### src/rtl/bpu_btb.sv
// bpu_btb -- fully associative branch target buffer for the fetch front end.
//
// Holds ENTRIES entries {valid, tag, target, 2-bit saturating counter} with
// round-robin allocation. The IT-stage PC is looked up combinationally, and
// the prediction is carried with the PC through the IC, ID and EX stages so
// that EX can compare it against the resolved branch. Branch resolution in
// EX updates a hit entry or allocates a new entry on a taken miss.
//
// Ports:
//   clk           single clock
//   resetn        asynchronous active-low reset
//   stall[5:0]    stall vector, 1 = Stop: bit1 IF/IT, bit2 IC/ID, bit3 EX, bit4 MEM
//   flush         exception flush: clears every tracked stage and masks bp_e
//   if_pc         PC entering IT
//   ex_br_valid   a branch/jump resolved in EX this cycle
//   ex_br_taken   resolved direction
//   ex_br_target  resolved target
//   ex_redirect   EX redirects fetch: clears IT/IC/ID, keeps EX
//   bp_bus        {bp_e, bp_target}: prediction for the IT-stage PC (combinational)
//   bp_to_ex_bus  {ex_bp_e, ex_bp_target}: prediction that travelled with the EX instruction
module bpu_btb #(
    parameter int ENTRIES = 8,
    parameter int PTR_W   = $clog2(ENTRIES)
) (
    input  logic        clk,
    input  logic        resetn,
    input  logic [5:0]  stall,
    input  logic        flush,
    input  logic [31:0] if_pc,
    input  logic        ex_br_valid,
    input  logic        ex_br_taken,
    input  logic [31:0] ex_br_target,
    input  logic        ex_redirect,
    output logic [32:0] bp_bus,
    output logic [32:0] bp_to_ex_bus
);

    typedef struct packed {
        logic [31:0] pc;
        logic        bp_e;
        logic [31:0] target;
    } stage_t;

    localparam stage_t STAGE_CLR = '{pc: 32'h0, bp_e: 1'b0, target: 32'h0};

    // Entry storage
    logic [ENTRIES-1:0] valid_r;
    logic [31:0]        tag_r    [ENTRIES];
    logic [31:0]        target_r [ENTRIES];
    logic [1:0]         cnt_r    [ENTRIES];
    logic [PTR_W-1:0]   rr_r;

    // Pipeline tracking
    logic [31:0] it_pc_r;
    stage_t      ic_r;
    stage_t      id_r;
    stage_t      ex_r;

    // Lookup results
    logic [ENTRIES-1:0] it_hits_s;
    logic [ENTRIES-1:0] ex_hits_s;
    logic               it_hit_s;
    logic [PTR_W-1:0]   it_idx_s;
    logic               ex_hit_s;
    logic [PTR_W-1:0]   ex_idx_s;
    logic               bp_e_s;
    logic [31:0]        bp_target_s;

    // Stage control
    logic front_clr_s;
    logic bub1_s;
    logic bub2_s;
    logic bub3_s;
    logic unused_s;

    // Lowest-index hit wins; returns {found, index}. Scanning downwards lets
    // the lowest hit overwrite any higher one.
    function automatic logic [PTR_W:0] first_hit(input logic [ENTRIES-1:0] hits);
        logic [PTR_W:0] res;
        res = {(PTR_W+1){1'b0}};
        for (int i = ENTRIES - 1; i >= 0; i--) begin
            if (hits[i]) begin
                res = {1'b1, PTR_W'(i)};
            end else begin
                res = res;
            end
        end
        return res;
    endfunction

    // Tag compare of every entry against the IT-stage PC and the EX-stage PC
    always_comb begin
        it_hits_s = {ENTRIES{1'b0}};
        ex_hits_s = {ENTRIES{1'b0}};
        for (int i = 0; i < ENTRIES; i++) begin
            it_hits_s[i] = valid_r[i] && (tag_r[i] == it_pc_r);
            ex_hits_s[i] = valid_r[i] && (tag_r[i] == ex_r.pc);
        end
    end

    assign {it_hit_s, it_idx_s} = first_hit(it_hits_s);
    assign {ex_hit_s, ex_idx_s} = first_hit(ex_hits_s);

    // Prediction: taken only when the hit entry's counter is in a taken state
    always_comb begin
        bp_e_s      = ~flush & it_hit_s & cnt_r[it_idx_s][1];
        bp_target_s = 32'h0;
        if (bp_e_s) begin
            bp_target_s = target_r[it_idx_s];
        end else begin
            bp_target_s = 32'h0;
        end
    end

    assign bp_bus       = {bp_e_s, bp_target_s};
    assign bp_to_ex_bus = {ex_r.bp_e, ex_r.target};

    assign front_clr_s = flush | ex_redirect;
    assign bub1_s      = stall[1] & ~stall[2];
    assign bub2_s      = stall[2] & ~stall[3];
    assign bub3_s      = stall[3] & ~stall[4];
    // Stall bits 0 and 5 do not gate any stage tracked here.
    assign unused_s    = stall[0] ^ stall[5];

    // Entry update and round-robin allocation from EX branch resolution
    always_ff @(posedge clk or negedge resetn) begin
        if (!resetn) begin
            valid_r <= {ENTRIES{1'b0}};
            rr_r    <= {PTR_W{1'b0}};
            for (int i = 0; i < ENTRIES; i++) begin
                tag_r[i]    <= 32'h0;
                target_r[i] <= 32'h0;
                cnt_r[i]    <= 2'b00;
            end
        end else if (ex_br_valid) begin
            if (ex_hit_s) begin
                if (ex_br_taken) begin
                    cnt_r[ex_idx_s]    <= (cnt_r[ex_idx_s] == 2'b11) ? 2'b11 : cnt_r[ex_idx_s] + 2'b01;
                    target_r[ex_idx_s] <= ex_br_target;
                end else begin
                    cnt_r[ex_idx_s] <= (cnt_r[ex_idx_s] == 2'b00) ? 2'b00 : cnt_r[ex_idx_s] - 2'b01;
                end
            end else if (ex_br_taken) begin
                // The victim is replaced regardless of its counter state.
                valid_r[rr_r]  <= 1'b1;
                tag_r[rr_r]    <= ex_r.pc;
                target_r[rr_r] <= ex_br_target;
                cnt_r[rr_r]    <= 2'b10;
                rr_r           <= rr_r + PTR_W'(1);
            end else begin
                rr_r <= rr_r;
            end
        end else begin
            rr_r <= rr_r;
        end
    end

    // IT stage: PC being looked up
    always_ff @(posedge clk or negedge resetn) begin
        if (!resetn) begin
            it_pc_r <= 32'h0;
        end else if (front_clr_s) begin
            it_pc_r <= 32'h0;
        end else if (bub1_s) begin
            it_pc_r <= 32'h0;
        end else if (!stall[1]) begin
            it_pc_r <= if_pc;
        end else begin
            it_pc_r <= it_pc_r;
        end
    end

    // IC stage: captures the IT PC with the prediction made for it
    always_ff @(posedge clk or negedge resetn) begin
        if (!resetn) begin
            ic_r <= STAGE_CLR;
        end else if (front_clr_s) begin
            ic_r <= STAGE_CLR;
        end else if (bub1_s) begin
            ic_r <= STAGE_CLR;
        end else if (!stall[1]) begin
            ic_r <= '{pc: it_pc_r, bp_e: bp_e_s, target: bp_target_s};
        end else begin
            ic_r <= ic_r;
        end
    end

    // ID stage
    always_ff @(posedge clk or negedge resetn) begin
        if (!resetn) begin
            id_r <= STAGE_CLR;
        end else if (front_clr_s) begin
            id_r <= STAGE_CLR;
        end else if (bub2_s) begin
            id_r <= STAGE_CLR;
        end else if (!stall[2]) begin
            id_r <= ic_r;
        end else begin
            id_r <= id_r;
        end
    end

    // EX stage: survives a redirect (EX is the one issuing it), not a flush
    always_ff @(posedge clk or negedge resetn) begin
        if (!resetn) begin
            ex_r <= STAGE_CLR;
        end else if (flush) begin
            ex_r <= STAGE_CLR;
        end else if (bub3_s) begin
            ex_r <= STAGE_CLR;
        end else if (!stall[3]) begin
            ex_r <= id_r;
        end else begin
            ex_r <= ex_r;
        end
    end

endmodule

### config.mk
export PLATFORM = sky130hd
export DESIGN_NAME = bpu_btb
export DESIGN_NICKNAME = d
export VERILOG_FILES = /design/src/rtl/bpu_btb.sv
export SDC_FILE = /design/constraint.sdc
export NUM_CORES = 2
export LEC_CHECK = 0
export ABC_AREA = 1
export BUFFER_PORTS_ARGS = -buffer_cell sky130_fd_sc_hd__buf_2
export CORE_ASPECT_RATIO = 0.75
export CORE_MARGIN = 1
export CORE_UTILIZATION = 40
export CTS_CLUSTER_SIZE = 8
export DETAILED_ROUTE_END_ITERATION = 10
export HOLD_SLACK_MARGIN = 0.06
export PLACE_DENSITY = 0.58
export RECOVER_POWER = 100
export SLEW_MARGIN = 20
export SYNTH_ARGS = -nofsm -noshare
export SYNTH_HDL_FRONTEND = slang
export SYNTH_SLANG_ARGS = --single-unit
### constraint.sdc
create_clock -name clk -period 2.6 [get_ports clk]
set_input_delay 0.26 -clock clk [delete_from_list [all_inputs] [get_ports clk]]
set_output_delay 0.26 -clock clk [all_outputs]
set_load 0.05 [all_outputs]
==> reports/metrics.yaml <==
layout:
  multiInputGateArea_um2: 21500
  final-seq-area_um2: 19200
  finalNonFillerCells: 8132
  stdcell_area_um2: 62000
  area_growth_pct: 48.9
  layout_commonest_cell: "nand2_1"
  final_cell_mix: "nand2_1, buf_4, dfrtp_1"
  fillCellCount: 9202
  nets: 6834
  drive_above_1_share: 0.331
synth:
  syn_area_per_cell_um2: 7.60
  synthDistinctLibCells: 60
  synthesis.nets: 5550
  synth-edff-count: 0
  syn_inst: 5473
  ys_ff_latch: 766
  async_flop_share: 1.00
  synth_ff_type: "dfrtp_1"
  synth_area_um2: 41600
  yosysWarningCount: 0
  seq_area_frac_synth: 0.461
clock_network:
  cts_tree: "yes"
  cts_max_path_buffers: 3
  root_buffer: "clkbuf_16"
  clk_latency_ns: 0.74
  clk_pin_slew_ns: 0.06
  h-tree-depth: 3
  cts_made_buffers: 107
  clock_sinks: 766
timing:
  drv_slew: 76
  worstMarginPinSlew_ns: 2.08
  min_period_ns: 4.33
  hold-worst-slack_ns: 0.122
  tns_ns: -842.30
  hold_viol_final: 0
  rsz0062_at_grt: "true"
  final-setup-viol-count: 605
  min_period_over_period: 1.67
  final.setup.worst_slack_ns: -1.73
  maxSlewHeadroom: -0.386
  clock-skew-final_ns: 0.0498
  max_freq_ghz: 0.231
placed_design:
  place_inst: 7782
  dpl-instance-area_um2: 52800
  finalWeightedCongestion: 1.12
  post-dp-hpwl_um: 183000
  portBuffers: 139
floorplanning:
  dieArea_um2: 105000
  io_pins: 142
  initial_utilization: 0.403
  fp.coreArea_um2: 103000
  rows: 102
  die_w_um: 374
  die_y_um: 281
power:
  swShare: 0.356
  p_clk_frac: 0.335
  vdd_drop_max_v: 0.000649
  combPwrFrac: 0.326
  p_leak_nw: 29.5
  power.internal_w: 0.0250
  pwr-share-seq: 0.339
  total_power_w: 0.0389
  power-per-cell-area_nw_per_um2: 628
  p_switching_w: 0.0139
global_routing:
  grt_pass1_wl_um: 329000
  grt.overflow.total: 0
  grt_pass1_vias: 42149
  antenna_found_initial: 9
  grt_usage: 0.452
  grt_max_degree: 92
setup_path:
  end_kind: "primary output"
  r2r_slack_ns: -1.58
  critPathKind: "reg -> out"
  reg2reg_depth: 21
  start_kind: "register"
  path_max_fanout: 6
  crit_required_ns: 2.34
  arrival_ns: 4.07
drt:
  dr.pass1.iters: 8
  via_per_inst: 5.76
  drc_errors: 0
  drt_iter0_drc: 7098
  wire_per_inst_um: 30.5
  wirelength_um: 248000
  ant_nets: 0
  vias: 46867
min_path:
  min-delay-path-class: "in -> reg"
  whs_path_depth: 5
job:
  drv_cap: 2
status:
  status: "finished with violations"
  violations: "max-capacitance violations, max-slew violations, negative setup slack"
[power groups by stage]
stage	registers [W]	clock network, W	logic (W)
after floorplan	0.0131	0	0.00429
after global placement	0.0133	0	0.00858
after detailed placement	0.0133	0	0.00860
after CTS	0.0131	0.0131	0.0109
after global routing	0.0132	0.0135	0.0130
final	0.0132	0.0130	0.0127
[cell type report]
class                           instances  share of cell area
Timing Repair inverter                  1            0.000121
Timing Repair Buffer                 1532               0.233
Multi-Input combinational cell       3779               0.347
Sequential cell                       766               0.310
Antenna cell                            4            0.000162
Inverter                              570              0.0357
Clock buffer                          119              0.0439
Clock inverter                          9             0.00333
Tap cell                             1352              0.0273
[kinds of logic (layout without fill, tap and decap cells)]
| family | Yosys count | after routing | synth area share |
|---|---|---|---|
| AO/OA/AOI/OAI | 913 | 913 | 0.124 |
| flip-flops | 766 | 766 | 0.461 |
| adder cells (fa/ha/maj) | 1 | 1 | 0.000301 |
| AND/OR/NAND/NOR | 2708 | 2709 | 0.279 |
| buffers and inverters | 929 | 2231 | 0.103 |
| other | 0 | 4 | 0 |
| XOR/XNOR | 156 | 156 | 0.0328 |
[critical path, stage by stage (launching register included)]
cell	delay, ns
dfrtp_1	0.42
clkinv_4	0.11
nand2_1	0.11
nand4_1	0.42
nor2_1	0.24
nand2_1	0.09
nor3_2	0.24
nand3_4	0.19
buf_4	0.19
nand3_1	0.08
nand2_2	0.11
nand3_4	0.13
nand3_2	0.11
nand3_2	0.09
nand2_2	0.06
inv_4	0.11
buf_12	0.12
nand2_8	0.07
buf_12	0.15
a21oi_4	0.13
buf_6	0.18
[stage by stage]
stage          setup WS (ns)  utilization
2_1_floorplan         -0.189            -
6_report               -1.73        0.601
3_3_place_gp           -1.41        0.512
3_5_place_dp           -1.40        0.512
5_1_grt                -1.82        0.601
4_1_cts                -1.57        0.584
[synthesized netlist by cell type (4+ instances only)]
cell | count | share of area
inv_2 | 45 | 0.0041
o211ai_1 | 11 | 0.0020
buf_6 | 36 | 0.0097
buf_1 | 12 | 0.0011
nand2_2 | 15 | 0.0023
o2111ai_1 | 8 | 0.0017
xnor2_1 | 91 | 0.019
nor3b_1 | 7 | 0.0013
nand2_4 | 8 | 0.0022
or2_2 | 18 | 0.0027
a211oi_1 | 4 | 0.00072
inv_1 | 522 | 0.047
buf_4 | 88 | 0.016
o22ai_1 | 169 | 0.025
clkbuf_1 | 64 | 0.0058
nand4_1 | 141 | 0.021
nand3b_1 | 14 | 0.0025
nand3_1 | 419 | 0.050
a21oi_2 | 20 | 0.0042
a21oi_1 | 29 | 0.0035
o21ai_2 | 32 | 0.0067
nor2_1 | 317 | 0.029
nand2_1 | 1654 | 0.15
o21ai_0 | 266 | 0.032
nor2_4 | 4 | 0.0011
xor2_1 | 65 | 0.014
o21ai_1 | 360 | 0.043
dfrtp_1 | 766 | 0.46
nor3_1 | 45 | 0.0054
nor4_1 | 22 | 0.0033
buf_2 | 157 | 0.019
nor2_2 | 11 | 0.0017
nand3_2 | 10 | 0.0024
[sequential cells by signal, summed over array words and instances (netlist names)]
signal,flops
tag_r,256
target_r,256
ic_r,65
id_r,65
bp_to_ex_bus,33
ex_r,32
it_pc_r,32
cnt_r,16
valid_r,8
rr_r,3
[path summary, 6_finish.rpt]
kind	from	to
hold reg to reg	ic_r[15]	ic_r[15]
max in group asynchronous	resetn	id_r[10]
setup reg to reg	ex_r[61]	tag_r[80]
hold / removal	stall[1]	it_pc_r[22]
setup / recovery	it_pc_r[17]	bp_bus[15]
min in group asynchronous	resetn	ic_r[32]
[timing repair]
item / in CTS / in global routing
setup buffers: 93 / 37
endpoints found under the setup margin: 605 / 605
gates resized for setup: 641 / 325
pin swaps: 165 / 152
cloned: 18 / 19
hold buffers: 70 / 0
endpoints found under the hold margin: 885 / 0
[routing by layer]
layer | vias up | GRT usage | wire (µm)
met2 | 3287 | 0.524 | 85600
met3 | 367 | 0.313 | 48600
li1 | 20278 | - | -
met5 | - | 0.0750 | 1140
met4 | 16 | 0.0839 | 5140
met1 | 22919 | 0.651 | 107000
Power figures use the tool's default switching activity.
